$ cat config.mk
export PLATFORM = sky130hd
export DESIGN_NAME = lsu_bus_ctrl
export DESIGN_NICKNAME = d
export VERILOG_FILES = /design/src/rtl/lsu_bus_ctrl.sv
export SDC_FILE = /design/constraint.sdc
export NUM_CORES = 1
export LEC_CHECK = 0
export BUFFER_PORTS_ARGS = -buffer_cell sky130_fd_sc_hd__buf_2
export CAP_MARGIN = 20
export CORE_MARGIN = 2
export CORE_UTILIZATION = 50
export CTS_CLUSTER_DIAMETER = 200
export DETAILED_ROUTE_END_ITERATION = 16
export PLACE_DENSITY = 0.78
export SLEW_MARGIN = 25
export SYNTH_ARGS = -nofsm -noshare
export SYNTH_HDL_FRONTEND = slang
export SYNTH_HIERARCHICAL = 1
export SYNTH_SLANG_ARGS = --single-unit
export TNS_END_PERCENT = 30
$ cat constraint.sdc
create_clock -name clk -period 2.2 [get_ports clk]
set_input_delay 0 -clock clk [delete_from_list [all_inputs] [get_ports clk]]
set_output_delay 0 -clock clk [all_outputs]
set_load 0.02 [all_outputs]
$ cat src/rtl/lsu_bus_ctrl.sv
// lsu_bus_ctrl -- load/store unit to CPU data bus bridge.
//
// Takes one-cycle lsu_cmd requests from the memory stage and checks their
// alignment. It runs a single word-addressed bus transaction with byte
// enables and replicated store data, and right-justifies load data. The core
// is stalled (lsu_busy) from the command cycle until the transaction ends.
//
// Ports
//   clk, nrst         clock, async active-low reset
//   lsu_addr/wdata    byte address / right-justified store data (sampled with cmd)
//   lsu_cmd, lsu_rnw  access size (IDLE/BYTE/HWORD/WORD), 1 = load
//   lsu_rdata         right-justified, zero-extended load data (held)
//   lsu_busy          core stall
//   lsu_err_align     one-cycle misalignment pulse
//   lsu_err_bus       one-cycle slave error / timeout pulse
//   bus_req..bus_wdata registered bus master request
//   bus_ack, bus_rdata, bus_err  slave response (rdata/err qualified by ack)

// One byte lane: enable and store byte for this lane, given the access size
// and the byte offset inside the word.
module lsu_bus_lane #(
  parameter int LANE = 0
) (
  input  logic       is_byte,
  input  logic       is_hword,
  input  logic [1:0] a,
  input  logic [7:0] b_src,   // wdata[7:0]
  input  logic [7:0] h_src,   // wdata byte of the halfword landing here
  input  logic [7:0] w_src,   // wdata byte at this lane position
  output logic       ben,
  output logic [7:0] wbyte
);
  always_comb begin
    ben   = 1'b1;
    wbyte = w_src;
    if (is_byte) begin
      ben   = (a == 2'(LANE));
      wbyte = b_src;
    end else if (is_hword) begin
      // aligned halfwords sit at offset 0 or 2, so only a[1] picks the half
      ben   = (a[1] == 1'(LANE / 2));
      wbyte = h_src;
    end
  end
endmodule

module lsu_bus_ctrl #(
  parameter int CPU_ADDR_WIDTH  = 32,
  parameter int CPU_DATA_WIDTH  = 32,
  parameter int CPU_LSUOP_WIDTH = 2,
  parameter int TIMEOUT_CYCLES  = 255
) (
  input  logic                       clk,
  input  logic                       nrst,
  input  logic [CPU_ADDR_WIDTH-1:0]  lsu_addr,
  input  logic [CPU_DATA_WIDTH-1:0]  lsu_wdata,
  input  logic [CPU_LSUOP_WIDTH-1:0] lsu_cmd,
  input  logic                       lsu_rnw,
  output logic [CPU_DATA_WIDTH-1:0]  lsu_rdata,
  output logic                       lsu_busy,
  output logic                       lsu_err_align,
  output logic                       lsu_err_bus,
  output logic                       bus_req,
  output logic [CPU_ADDR_WIDTH-1:0]  bus_addr,
  output logic                       bus_rnw,
  output logic [3:0]                 bus_ben,
  output logic [CPU_DATA_WIDTH-1:0]  bus_wdata,
  input  logic                       bus_ack,
  input  logic [CPU_DATA_WIDTH-1:0]  bus_rdata,
  input  logic                       bus_err
);
  localparam int NUM_LANES = 4;
  localparam int CNT_W     = (TIMEOUT_CYCLES > 1) ? $clog2(TIMEOUT_CYCLES) : 1;

  localparam logic [CPU_LSUOP_WIDTH-1:0] CMD_IDLE  = CPU_LSUOP_WIDTH'(0);
  localparam logic [CPU_LSUOP_WIDTH-1:0] CMD_BYTE  = CPU_LSUOP_WIDTH'(1);
  localparam logic [CPU_LSUOP_WIDTH-1:0] CMD_HWORD = CPU_LSUOP_WIDTH'(2);
  localparam logic [CPU_LSUOP_WIDTH-1:0] CMD_WORD  = CPU_LSUOP_WIDTH'(3);

  typedef enum logic [1:0] {S_IDLE, S_REQ, S_DONE} state_t;

  state_t                       state, state_nxt;
  logic [CNT_W-1:0]             tmo_cnt;
  logic [1:0]                   a_q;
  logic [CPU_LSUOP_WIDTH-1:0]   size_q;
  logic                         accept, misalign, expire;
  logic [NUM_LANES-1:0]         lane_ben;
  logic [NUM_LANES-1:0][7:0]    lane_wdata;
  logic [CPU_DATA_WIDTH-1:0]    rd_shift, rd_steer;

  assign accept   = (state != S_REQ) && (lsu_cmd != CMD_IDLE);
  assign misalign = ((lsu_cmd == CMD_HWORD) && lsu_addr[0]) ||
                    ((lsu_cmd == CMD_WORD)  && (lsu_addr[1:0] != 2'b00));
  // last waiting cycle: bus_req has then been high TIMEOUT_CYCLES cycles
  assign expire   = (TIMEOUT_CYCLES != 0) && (tmo_cnt == CNT_W'(TIMEOUT_CYCLES - 1));

  // lane steering, computed from the live request and captured on accept
  for (genvar i = 0; i < NUM_LANES; i++) begin : g_lane
    lsu_bus_lane #(.LANE(i)) u_lane (
      .is_byte  (lsu_cmd == CMD_BYTE),
      .is_hword (lsu_cmd == CMD_HWORD),
      .a        (lsu_addr[1:0]),
      .b_src    (lsu_wdata[7:0]),
      .h_src    (lsu_wdata[8*(i%2) +: 8]),
      .w_src    (lsu_wdata[8*i +: 8]),
      .ben      (lane_ben[i]),
      .wbyte    (lane_wdata[i])
    );
  end

  // load data: shift the addressed bytes down, zero the rest
  assign rd_shift = bus_rdata >> {a_q, 3'b000};
  always_comb begin
    rd_steer = rd_shift;
    if (size_q == CMD_BYTE)
      rd_steer = {{(CPU_DATA_WIDTH-8){1'b0}}, rd_shift[7:0]};
    else if (size_q == CMD_HWORD)
      rd_steer = {{(CPU_DATA_WIDTH-16){1'b0}}, rd_shift[15:0]};
  end

  always_ff @(posedge clk or negedge nrst) begin
    if (!nrst) state <= S_IDLE;
    else       state <= state_nxt;
  end

  always_comb begin
    state_nxt = state;
    lsu_busy  = 1'b0;
    case (state)
      S_IDLE, S_DONE: begin
        if (accept) begin
          lsu_busy  = 1'b1;
          state_nxt = misalign ? S_DONE : S_REQ;
        end else begin
          state_nxt = S_IDLE;
        end
      end
      S_REQ: begin
        lsu_busy = 1'b1;
        if (bus_ack || expire) state_nxt = S_DONE;
      end
      default: state_nxt = S_IDLE;
    endcase
  end

  always_ff @(posedge clk or negedge nrst) begin
    if (!nrst) begin
      bus_req       <= 1'b0;
      bus_addr      <= '0;
      bus_rnw       <= 1'b0;
      bus_ben       <= '0;
      bus_wdata     <= '0;
      lsu_rdata     <= '0;
      lsu_err_align <= 1'b0;
      lsu_err_bus   <= 1'b0;
      tmo_cnt       <= '0;
      a_q           <= '0;
      size_q        <= CMD_IDLE;
    end else begin
      // error flags live only for the DONE cycle
      lsu_err_align <= 1'b0;
      lsu_err_bus   <= 1'b0;
      case (state)
        S_IDLE, S_DONE: begin
          if (accept) begin
            a_q       <= lsu_addr[1:0];
            size_q    <= lsu_cmd;
            bus_rnw   <= lsu_rnw;
            bus_addr  <= {lsu_addr[CPU_ADDR_WIDTH-1:2], 2'b00};
            bus_wdata <= lane_wdata;
            tmo_cnt   <= '0;
            if (misalign) begin
              lsu_err_align <= 1'b1;
            end else begin
              bus_req <= 1'b1;
              bus_ben <= lane_ben;
            end
          end
        end
        S_REQ: begin
          tmo_cnt <= tmo_cnt + 1'b1;
          // ack wins over an expiry in the same cycle
          if (bus_ack) begin
            bus_req <= 1'b0;
            bus_ben <= '0;
            if (bus_err)      lsu_err_bus <= 1'b1;
            else if (bus_rnw) lsu_rdata   <= rd_steer;
          end else if (expire) begin
            bus_req     <= 1'b0;
            bus_ben     <= '0;
            lsu_err_bus <= 1'b1;
          end
        end
        default: ;
      endcase
    end
  end
endmodule

==> results of run 1 <==
## Yosys cell counts
cell,count,share of area [%]
a21o_2,1,0.16
dfrtp_1,116,51
nand2b_1,5,0.55
nor2b_1,15,1.7
nand3_2,1,0.18
a211oi_1,8,1.1
nor2_8,1,0.36
nand4_1,3,0.33
nand2b_2,1,0.16
buf_1,1,0.067
o21ai_1,43,3.8
xor2_1,1,0.16
buf_2,12,1.1
o31ai_1,1,0.13
a31oi_1,1,0.11
nand3b_1,1,0.13
mux2_2,1,0.20
nand3_1,3,0.27
and3_1,1,0.11
nor2_1,3,0.20
conb_1,1,0.067
a21o_1,2,0.27
nor3_1,1,0.089
buf_4,7,0.93
buf_6,5,1.0
or4_4,1,0.20
clkbuf_1,6,0.40
mux2_1,72,14
o211ai_1,2,0.27
ha_1,2,0.44
o21ai_0,10,0.89
inv_2,1,0.067
and2_1,1,0.11
a22oi_1,1,0.13
mux2i_1,51,9.1
a21oi_2,2,0.31
o21ai_2,5,0.78
inv_1,3,0.20
nand2_1,61,4.1
a22o_1,20,3.1
a21oi_1,10,0.89
o21bai_1,1,0.13
## what timing repair did
action,in CTS,in global routing
hold buffers,66,1
endpoints found under the hold margin,118,1
endpoints found under the setup margin,0,0
## cells in the final DEF, fill, tap and decap left out, types with 10 or more instances in the layout
master and count:
a21oi_1 10, a22o_1 20, buf_2 204, buf_4 10, clkbuf_16 17, dfrtp_1 116, dlygate4sd3_1 67, mux2_1 72
mux2i_1 51, nand2_1 61, nor2b_1 13, o21ai_0 10, o21ai_1 43
## worst min-delay path, cell delays in order
cell,delay [ns]
buf_2,0.10
mux2i_1,0.06
o21ai_1,0.10
mux2_1,0.12
## how the worst max path moves through the flow
stage                    start            end  slack [ns]  cells past startpoint
floorplan           lsu_cmd[0]   bus_wdata[4]        0.32                      4
global placement      state[1]  lsu_rdata[30]        0.64                      4
detailed placement    state[1]  lsu_rdata[26]        0.58                      4
CTS                 lsu_cmd[1]  bus_wdata[12]        0.57                      7
global route            a_q[1]  lsu_rdata[14]        0.45                      4
finish              lsu_cmd[1]  bus_wdata[17]        0.56                      7
## final cells by class
type,count,area [um2]
Tap cell,140,175
Fill cell,715,2840
Sequential cell,116,2900
Timing Repair Buffer,284,1830
Clock inverter,10,146
Clock buffer,22,474
Multi-Input combinational cell,334,2550
Inverter,4,15.0
## power groups by stage
stage	logic [uW]	registers (uW)	clock network (uW)
6_report	3230	3260	2850
5_1_grt	3480	3350	3000
4_1_cts	3230	3250	2890
3_5_place_dp	3130	3270	0
3_3_place_gp	3050	3240	0
2_1_floorplan	1190	4010	0
## cells by family (layout without fill, tap and decap cells)
kind of cell | Yosys count | count (layout) | synth area share [%]
compound gates | 107 | 107 | 12.1
fa+ha+maj | 2 | 2 | 0.444
buf+inv | 35 | 320 | 3.73
flops | 116 | 116 | 51.5
other cells | 1 | 2 | 0.0665
simple gates | 98 | 98 | 8.41
xor+xnor | 1 | 1 | 0.155
mux | 124 | 124 | 23.6
## per-layer routing
layer	routed length [um]	GRT usage (%)	up-vias
met4	173	8.21	0
met2	7800	43.4	242
met1	6130	30.6	2358
li1	-	-	2282
met5	0	0	-
met3	1220	7.17	19
## sequential cells by signal (all words and copies together) (netlist names)
| signal | flops |
|---|---|
| state | 2 |
| lsu_err_align | 1 |
| bus_rnw | 1 |
| bus_req | 1 |
| lsu_rdata | 32 |
| bus_addr | 30 |
| tmo_cnt | 8 |
| lsu_err_bus | 1 |
| size_q | 2 |
| a_q | 2 |
| bus_ben | 4 |
| bus_wdata | 32 |
## through the flow
step / worst slack (ns) / utilization (%) / hold slack [ns]
6_report: 0.561 / 74.0 / 0.0118
2_1_floorplan: 0.316 / - / -0.296
5_1_grt: 0.445 / 74.0 / 0.0183
3_3_place_gp: 0.641 / 62.2 / 0.0557
4_1_cts: 0.567 / 73.9 / 0.00108
3_5_place_dp: 0.584 / 62.2 / 0.0687
==> metrics.md, run 1 <==
| Metric | Value |
|---|---|
| Status | finished, final reports clean |
| Post-DRT Antenna Nets | 0 |
| Setup Fix Bufs, Post-CTS | 0 |
| # setup viols final | 0 |
| Yosys warning total | 6 |
| Delay-heaviest family, CP | buffers and inverters |
| Crit path kind | in2reg |
| Final Cell Area | 8090 um2 |
| RR Endpoint | lsu_rdata[24] |
| Clock transition at the registers of the reported paths | about 0.06 ns |
| Overflow after GRT | 0 |
| Tightest Pin Transition | between 0.6 and 0.7 ns |
| Core Region | approximately 11,000 um2 |
| CTS root buf | clkbuf_16 |
| Placed Area | between 6000 and 7000 um2 |
| First DRT Iteration DRCs | just over 300 |
| WP data required | between 2 and 2.5 ns |
| R2R Path Start | state[1] |
| Final clock period utilization by the worst path | 74.5% |
| Chip height | 110 um |
| CTS Buffer Depth | 2 |
| Sum Neg Setup Slack | 0 ns |
| Skew final | about 0.010 ns |
| P_sw | between 3000 and 4000 uW |
| Headroom to the max-slew limit | 56.9% |
| Syn Inst Count | 484 |
| Area growth syn-to-layout | 43.6% |
| Min-Delay Path Class | in2reg |
| Synth Cell Area | approximately 5600 um2 |
| Antenna Cells | 0 |
| Initial antenna violation count | 0 |
| Port Buffer Count | slightly above 200 |
| Post-CTS resize count | 0 |
| Avg Synthesized Cell Area | 11.6 um2 |
| Mean number of vias per cell | about 5.4 |
| Die Area | 12,100 um2 |
| Worst min-delay path endpoint | bus_wdata[27] |
| Largest net degree at the start of global routing | 69 |
| Worst reg2reg setup slack | between 0.5 and 0.6 ns |
| Sequential share of the synthesized area | 51.5% |
| Hold Path Stages | 4 |
| Clk pwr share | between 30% and 40% |
| VDD IR max | 0.000608 V |
| Leak | about 0.004 uW |
| HPWL Detailed | slightly above 10,000 um |
| WL final | ~15,000 um |
| TritonRoute pass-1 iters | 7 |
| H-Tree Depth | 4 |
| CP Capture Type | flop |
| Routed length per placed instance | ~17 um |
| CTS Sinks | 116 |
| Total Routing Usage GR | between 20 and 30% |
| Initial Util | around half |
| Comb power frac | about 35% |
| Sw Share | a little over a third |
| WP buf/inv | 3 |
| Chip width | around 110 um |
| Critical path arrival | 1.93 ns |
| Cell Rows | 38 |
| Reg2Reg Depth | 4 |
| Inserted Clock Buffers | 17 |
| CTS tree | done |
| Fin cells | 910 |
| Internal | 5990 uW |
| Final Power | 9350 uW |
| Vias in the first global route | 4,806 |
| IO Count | between 200 and 250 |
| Flop pwr share | a little over a third |
| Post-layout min period | around 1.6 ns |
| Flops & latches, synth | 116 |
| Slowest stage delay, CP | between 0.5 and 0.6 ns |
| First-pass GRT wire length | 23,500 um |
| Final slew viol count | 0 |
| CP Max Fanout | 24 |
| Placed Cells | 811 |
| Min-delay src | lsu_wdata[11] |
| Power per cell area | roughly 1200 nW/um2 |
| CP Launch Type | primary input |
| Remaining DRCs | 0 |
| Final Hold Vio Count | 0 |
| Synth unique cells | 42 |
| Worst path cell trace | dlygate4sd3_1 > buf_2 > nor2b_4 > buf_4 > mux2i_1 > o21ai_1 > mux2_1 |
| Clock latency on the worst-skew pair | about 0.40 ns |
| RSZ-0062 raised after global routing | false |
| Vias | between 4,000 and 5,000 |
| Max_cap viols | 0 |
| Nets | 862 |
| Critical-path top delay cell | dlygate4sd3_1 |
| Routability cong. | 0.840 |
| Layout cells sized above 1 | about a third |
| Max Clock Freq | 610 MHz |
Power figures use the tool's default switching activity.
==> run 2, diff against run 1 <==
- ABC_AREA: not set -> 1
- CORE_UTILIZATION: 50 -> 46
- PLACE_DENSITY: 0.78 -> 0.74
- clock period: 2.2 -> 1.4 ns (I/O delays scaled with it)
==> run 2 against run 1 <==
Compared with the run above: largest cell class unchanged; critical path type is now reg2out; critical endpoint is now lsu_busy; the run now ends with negative setup slack left; sequential share of layout area decreased by 3.2 points; clock-buffer cell count is 2 lower; largest power group is now combinational cells; combinational power grew 80%.
==> metrics.md, run 2 <==
| Metric | Value |
|---|---|
| Status | complete, but fails checks (was finished, final reports clean) |
| Failing checks | negative setup slack |
| Commonest non-fill, non-tap cell in the layout | nand2_1 (was buf_2) |
| Power per cell area | 1750 nW/um2 (was 1150 nW/um2) |
| Comb power frac | 37.4% (was 34.5%) |
| Vias in the first global route | 6,391 (was 4,806) |
| CP Capture Type | output port (was flop) |
| Initial antenna violation count | 1 (was 0) |
| Number of enable flip-flop cells after synthesis | 0 (unchanged) |
| WP data required | 1.40 ns (was 2.49 ns) |
| Cell Rows | 42 (was 38) |
| Critical path arrival | 1.40 ns (was 1.93 ns) |
| Reg2Reg Depth | 5 (was 4) |
| First DRT Iteration DRCs | 499 (was 308) |
| Avg Synthesized Cell Area | 7.12 um2 (was 11.6 um2) |
| Headroom to the max-slew limit | 57.4% (was 56.9%) |
| Tightest Pin Transition | 0.638 ns (was 0.646 ns) |
| CTS tree | done (unchanged) |
| Overflow after GRT | 0 (unchanged) |
| Clk pwr share | 29.8% (was 30.5%) |
| Worst path cell trace | inv_4 > nand2_4 > buf_12 > nand2_4 > buf_6 (was dlygate4sd3_1 > buf_2 > nor2b_4 > buf_4 > mux2i_1 > o21ai_1 > mux2_1) |
| Internal | 9510 uW (was 5990 uW) |
| Flop pwr share | 32.8% (was 34.9%) |
| Synth Area in Compound Gates | 5.38% (was 12.1%) |
| Clock latency on the worst-skew pair | 0.42 ns (was 0.40 ns) |
| Most numerous cell in the Yosys netlist | nand2_1 (was dfrtp_1) |
| Post-Synth XOR/XNOR Area | 0% (was 0.155%) |
| Yosys warning total | 6 (unchanged) |
| Largest family of logic cells by synthesized area | simple AND/OR/NAND/NOR gates (was multiplexers) |
| Leak | 0.00514 uW (was 0.00390 uW) |
| HPWL Detailed | 12,400 um (was 10,100 um) |
| Post-layout min period | ~1.4 ns |
| Sequential share of the synthesized area | 46.7% (was 51.5%) |
| Critical Path Source | state[0] (was lsu_cmd[1]) |
| Slowest stage delay, CP | 0.40 ns (was 0.52 ns) |
| Worst Slack Setup Final | -0.000721 ns (was 0.561 ns) |
| Die Area | 14,500 um2 (was 12,100 um2) |
| Synth Cell Area | 6210 um2 (was 5640 um2) |
| Vias | 6,563 (was 4,901) |
| First-pass GRT wire length | 30,900 um (was 23,500 um) |
| CTS Sinks | 116 (unchanged) |
| Final Hold Vio Count | 0 (unchanged) |
| Asr flop ratio synth | 100% (unchanged) |
| Simple-Gate Fraction of Synth Area | 36.0% (was 8.41%) |
| P_sw | 6050 uW (was 3350 uW) |
| Top post-synthesis cells by count | nand2_1 (476), dfrtp_1 (116), inv_1 (69) (was dfrtp_1 (116), mux2_1 (72), nand2_1 (61)) |
| Final Power | 15,600 uW (was 9350 uW) |
| Synth unique cells | 34 (was 42) |
| TritonRoute pass-1 iters | 5 (was 7) |
| Syn Inst Count | 873 (was 484) |
| Skew final | 0.00609 ns (was 0.00999 ns) |
| Worst reg2reg setup slack | 0.04 ns (was 0.57 ns) |
| CP Launch Type | flop (was primary input) |
| Area growth syn-to-layout | 43.1% (was 43.6%) |
| Core Region | 13,200 um2 (was 10,900 um2) |
| CTS Buffer Depth | 2 (unchanged) |
| Port Buffer Count | 205 (unchanged) |
| Fill count | 1,137 (was 715) |
| H-Tree Depth | 4 (unchanged) |
| Final clock period utilization by the worst path | 100% |
| Biggest regs | bus_wdata x32, lsu_rdata x32, bus_addr x30 (unchanged) |
| DP Worst Slack | 0.0558 ns (was 0.584 ns) |
| Routed length per placed instance | 14.1 um (was 16.8 um) |
| Max Clock Freq | 714 MHz |
| # setup viols final | 1 (was 0) |
| Sw Share | 38.9% (was 35.9%) |
| Final core occ | 67.1% (was 74.0%) |
| Initial Util | 46.9% (was 51.5%) |
| Layout cells sized above 1 | 26.3% (was 34.3%) |
| Min-Delay Path Class | in2reg (unchanged) |
| Post-DRT Antenna Nets | 0 (unchanged) |
| Crit path kind | reg2out (was in2reg) |
| Max_cap viols | 0 (unchanged) |
| WL final | 19,100 um (was 15,300 um) |
| Mux cell area share after synthesis | 0% (was 23.6%) |
| Sum Neg Setup Slack | -0.000721 ns (was 0 ns) |
| Routability cong. | 0.898 (was 0.840) |
| Synth top area share | 46.7% (was 51.5%) |
| Final slew viol count | 0 (unchanged) |
| Flops & latches, synth | 116 (unchanged) |
| Ys flop type | dfrtp_1 (unchanged) |
| Clock transition at the registers of the reported paths | 0.05 ns (was 0.06 ns) |
| CTS root buf | clkbuf_16 (unchanged) |
| RSZ-0062 raised after global routing | true (was false) |
| CP Max Fanout | 14 (was 24) |
| Synth area leaders | dfrtp_1 (47%), nand2_1 (29%), nand3_1 (5.0%) (was dfrtp_1 (51%), mux2_1 (14%), mux2i_1 (9.1%)) |
| Fin cells | 1,350 (was 910) |
| Critical-path top delay cell | dfrtp_1 (was dlygate4sd3_1) |
| Synth Area in Adders | 0.403% (was 0.444%) |
| Largest net degree at the start of global routing | 117 (was 69) |
| Chip width | 120 um (was 110 um) |
| Remaining DRCs | 0 (unchanged) |
| R2R Path Start | state[0] (was state[1]) |
| Chip height | 120 um (was 110 um) |
| Synth area leader | dfrtp_1 (unchanged) |
| IO Count | 208 (unchanged) |
| Placed Cells | 1,235 (was 811) |
| Nets | 1,265 (was 862) |
| Worst setup endpoint | lsu_busy (was bus_wdata[17]) |
| Crit path top cell by count | nand2_4 |
| RR Endpoint | lsu_rdata[23] (was lsu_rdata[24]) |
| Most frequent cells in the layout | nand2_1 (475), buf_2 (203), dfrtp_1 (116) (was buf_2 (204), dfrtp_1 (116), mux2_1 (72)) |
| Mean number of vias per cell | 4.86 (was 5.39) |
| Total Routing Usage GR | 27.0% (was 25.2%) |
| VDD IR max | 0.000888 V (was 0.000608 V) |
| Inserted Clock Buffers | 17 (unchanged) |
-- run 2: cell count changes in the layout (fill, tap and decap cells not counted), sizes merged, moves of 15 or more --
cell and delta:
a22o -19, inv +90, mux2 -73, mux2i -51
nand2 +422, nand3 +60, nor2b -15, o21ai -22
-- run 2: metal layers --
layer | vias up | global-route usage, % | part of all wire (%)
li1 | 3228 | - | -
met1 | 2983 | 32.9 | 40
met2 | 306 | 46.0 | 49
met3 | 46 | 6.79 | 8.5
met4 | 0 | 11.1 | 2.8
met5 | - | 0 | 0
-- run 2: what timing repair did --
action | 4_1_cts | 5_1_grt
buffers inserted | 1 | 0
hold buffers | 81 | 0
hold endpoints to repair | 195 | 0
cloned | 0 | 0
gates resized for setup | 8 | 6
pin swaps | 0 | 1
setup endpoints to repair | 1 | 7
-- run 2: area by class of cell --
| class | instances | area [um2] | share of cell area, % |
|---|---|---|---|
| Antenna cell | 1 | 2.50 | 0.0281 |
| Inverter | 99 | 423 | 4.76 |
| Clock inverter | 12 | 179 | 2.01 |
| Clock buffer | 20 | 457 | 5.14 |
| Timing Repair Buffer | 307 | 2070 | 23.3 |
| Tap cell | 176 | 220 | 2.48 |
| Multi-Input combinational cell | 619 | 2640 | 29.7 |
| Sequential cell | 116 | 2900 | 32.7 |
-- run 2: how the worst min path moves through the flow --
stage | from | end | cells past startpoint
after floorplan | nrst | a_q[0] | 0
after global placement | nrst | lsu_rdata[0] | 2
after detailed placement | nrst | lsu_rdata[5] | 2
after CTS | lsu_wdata[2] | bus_wdata[2] | 5
after global routing | lsu_wdata[4] | bus_wdata[4] | 5
final | lsu_wdata[15] | bus_wdata[15] | 7
-- run 2: logic make-up after synthesis --
logic type / Yosys count
fa+ha+maj: 2
compound gates: 55
other cells: 1
buf+inv: 139
simple gates: 560
flops: 116
-- run 2: worst max-delay path: cells and delay by family (launching register included) --
kind	cells	cell delay, ns
buffers and inverters	3	0.39
flip-flops	1	0.40
AND/OR/NAND/NOR	2	0.19
-- run 2: per-stage QoR --
| stage | cell area, um2 | hold WS, ns |
|---|---|---|
| finish | 8890 | 0.00627 |
| CTS | 8870 | 0.000889 |
| detailed placement | 7390 | 0.142 |
| floorplan | 6220 | -0.296 |
| global placement | 7390 | 0.145 |
| global route | 8890 | 0.0179 |
-- run 2: power by group through the flow --
stage | clock (uW) | sequential [uW] | combinational (uW)
4_1_cts | 4700 | 5080 | 5780
3_3_place_gp | 0 | 5100 | 5430
3_5_place_dp | 0 | 5100 | 5510
5_1_grt | 4880 | 5210 | 6360
2_1_floorplan | 0 | 6360 | 2290
6_report | 4640 | 5100 | 5830
==> run 3, diff against run 2 <==
--- a/config.mk
+++ b/config.mk
@@ -10,9 +10,9 @@
 export CAP_MARGIN = 20
 export CORE_MARGIN = 2
-export CORE_UTILIZATION = 46
+export CORE_UTILIZATION = 50
 export CTS_CLUSTER_DIAMETER = 200
 export DETAILED_ROUTE_END_ITERATION = 16
-export PLACE_DENSITY = 0.74
-export SLEW_MARGIN = 25
+export PLACE_DENSITY = 0.76
+export SLEW_MARGIN = 0
 export SYNTH_ARGS = -nofsm -noshare
 export SYNTH_HDL_FRONTEND = slang
==> constraint.sdc (replaced) <==
create_clock -name clk -period 1.7 [get_ports clk]
set_input_delay 0.085 -clock clk [delete_from_list [all_inputs] [get_ports clk]]
set_output_delay 0.085 -clock clk [all_outputs]
set_load 0.02 [all_outputs]
==> run 3 against run 2 <==
Compared with the run above: the run now ends clean; clock skew is 0.0037 ns higher; non-clock buffer count down 46; final area is 6.2% lower; sequential power decreased by 17%; power decreased by 21%; first-iteration DRC count grew 19%; critical path depth unchanged; combinational power fell by 22%; critical path type unchanged.
==> metrics.md, run 3 (same netlist as run 2, synthesis figures left out) <==
| Metric | Value |
|---|---|
| Commonest non-fill, non-tap cell in the layout | nand2_1 (unchanged) |
| WP data required | 1.62 ns (was 1.40 ns) |
| First DRT Iteration DRCs | 594 (was 499) |
| Routability cong. | 0.929 (was 0.898) |
| Area of the multi-input gates | 2620 um2 (was 2640 um2) |
| Overflow after GRT | 0 (unchanged) |
| Initial antenna violation count | 0 (was 1) |
| Routed length per placed instance | 13.9 um (was 14.1 um) |
| CTS Buffer Depth | 2 (unchanged) |
| Most frequent cells in the layout | nand2_1 (475), buf_2 (204), dfrtp_1 (116) (was nand2_1 (475), buf_2 (203), dfrtp_1 (116)) |
| Crit path kind | reg2out (unchanged) |
| TritonRoute pass-1 iters | 5 (unchanged) |
| Seq. cell area | 2900 um2 (unchanged) |
| Min-Delay Path Class | in2reg (unchanged) |
| WL final | 18,000 um (was 19,100 um) |
| Gr busiest metal | met2 (unchanged) |
| Power per cell area | 1480 nW/um2 (was 1750 nW/um2) |
| Worst min-delay path endpoint | lsu_rdata[6] (was bus_wdata[15]) |
| Layout cells sized above 1 | 26.9% (was 26.3%) |
| Fin cells | 1,297 (was 1,350) |
| Mean number of vias per cell | 4.88 (was 4.86) |
| CP Capture Type | output port (unchanged) |
| Initial Util | 51.5% (was 46.9%) |
| CP Max Fanout | 11 (was 14) |
| Placed Cells | 1,225 (was 1,235) |
| IO Count | 208 (unchanged) |
| Skew final | 0.00980 ns (was 0.00609 ns) |
| Status | finished, final reports clean (was complete, but fails checks) |
| Final Power | 12,300 uW (was 15,600 uW) |
| Final slew viol count | 0 (unchanged) |
| Max Clock Freq | just over 600 MHz |
| Min-delay src | bus_rdata[6] (was lsu_wdata[15]) |
| Core Region | 12,100 um2 (was 13,200 um2) |
| CP Launch Type | flop (unchanged) |
| CTS root buf | clkbuf_16 (unchanged) |
| First-pass GRT wire length | 28,800 um (was 30,900 um) |
| R2R Path Start | state[0] (unchanged) |
| Chip height | 115 um (was 120 um) |
| Leak | 0.00492 uW (was 0.00514 uW) |
| RR Endpoint | lsu_rdata[15] (was lsu_rdata[23]) |
| Vias | 6,326 (was 6,563) |
| Final Hold Vio Count | 0 (unchanged) |
| Cell Rows | 40 (was 42) |
| Fin Hold WS | 0.00556 ns (was 0.00627 ns) |
| Hold Path Stages | 5 (was 7) |
| Met2 usage | 44.4% (was 46.0%) |
| Nets | 1,219 (was 1,265) |
| Chip width | 115 um (was 120 um) |
| VDD IR max | 0.000731 V (was 0.000888 V) |
| Clock latency on the worst-skew pair | 0.41 ns (was 0.42 ns) |
| Final clock period utilization by the worst path | between 90% and 100% |
| Post-layout min period | ~1.6 ns |
| Setup Fix Bufs, Post-CTS | 0 (was 1) |
| CTS tree | done (unchanged) |
| Largest net degree at the start of global routing | 66 (was 117) |
| Port Buffer Count | 205 (unchanged) |
| Clock transition at the registers of the reported paths | 0.06 ns (was 0.05 ns) |
| Fill count | 1,013 (was 1,137) |
| Reg2Reg Depth | 8 (was 5) |
| Die Area | 13,300 um2 (was 14,500 um2) |
| Worst reg2reg setup slack | 0.30 ns (was 0.04 ns) |
| Remaining DRCs | 0 (unchanged) |
| Met1 Use GR | 35.3% (was 32.9%) |
| Sum Neg Setup Slack | 0 ns (was -0.000721 ns) |
| # setup viols final | 0 (was 1) |
| Final core occ | 69.1% (was 67.1%) |
| Total Routing Usage GR | 27.7% (was 27.0%) |
| Area growth syn-to-layout | 34.1% (was 43.1%) |
| CTS Sinks | 116 (unchanged) |
| Critical path arrival | 1.55 ns (was 1.40 ns) |
| Vias in the first global route | 6,043 (was 6,391) |
| Inserted Clock Buffers | 17 (unchanged) |
| Met3 usage | 6.33% (was 6.79%) |
| H-Tree Depth | 4 (unchanged) |
| Max_cap viols | 0 (unchanged) |
| RSZ-0062 raised after global routing | false (was true) |
| Post-DRT Antenna Nets | 0 (unchanged) |
| HPWL Detailed | 12,400 um (about the same) |
| Biggest regs | bus_wdata x32, lsu_rdata x32, bus_addr x30 (unchanged) |
run 3: cell type report:
cell class / instances / share of cell area (%)
clock buffer: 17 / 5.10
multi-input combinational: 619 / 31.5
timing repair buffer: 261 / 19.1
sequential: 116 / 34.8
tap: 168 / 2.52
antenna: 2 / 0.0601
inverter: 99 / 5.01
clock inverter: 15 / 1.89
run 3: what timing repair did:
item / in CTS / in global routing
endpoints found under the hold margin: 153 / 0
setup endpoints to repair: 0 / 1
hold buffers: 38 / 0
gates resized for setup: 0 / 1
run 3: report_power, final:
group	total (uW)	internal [uW]	switching (uW)
logic	4550	1490	3060
clock network	3520	2160	1360
registers	4220	3670	550
total	12300	7330	4970
run 3: worst max-delay path: stages (launching register included):
cell and delay, ns:
dfrtp_1 0.37, inv_2 0.14, nand2_4 0.13, buf_4 0.21
nand2_2 0.12, buf_2 0.18
run 3: how the worst max path moves through the flow:
stage,to,depth (start not counted),slack (ns),startpoint
finish,lsu_busy,5,0.07,state[0]
global route,lsu_busy,5,0.004,state[0]
CTS,lsu_busy,5,0.01,state[0]
detailed placement,lsu_rdata[15],8,0.30,state[0]
global placement,lsu_rdata[14],8,0.36,state[0]
floorplan,bus_ben[0],9,0.51,tmo_cnt[0]
run 3: routing by layer:
layer / wire length (um) / vias to the layer above
li1: - / 3143
met1: 7500 / 2830
met2: 8550 / 308
met3: 1280 / 45
met4: 636 / 0
met5: 0 / -
run 3: stage by stage:
step                worst slack (ns)  instance area, um2
finish                        0.0663                8330
global route                 0.00376                8330
CTS                           0.0115                8330
detailed placement             0.299                7360
global placement               0.359                7360
floorplan                      0.514                6220
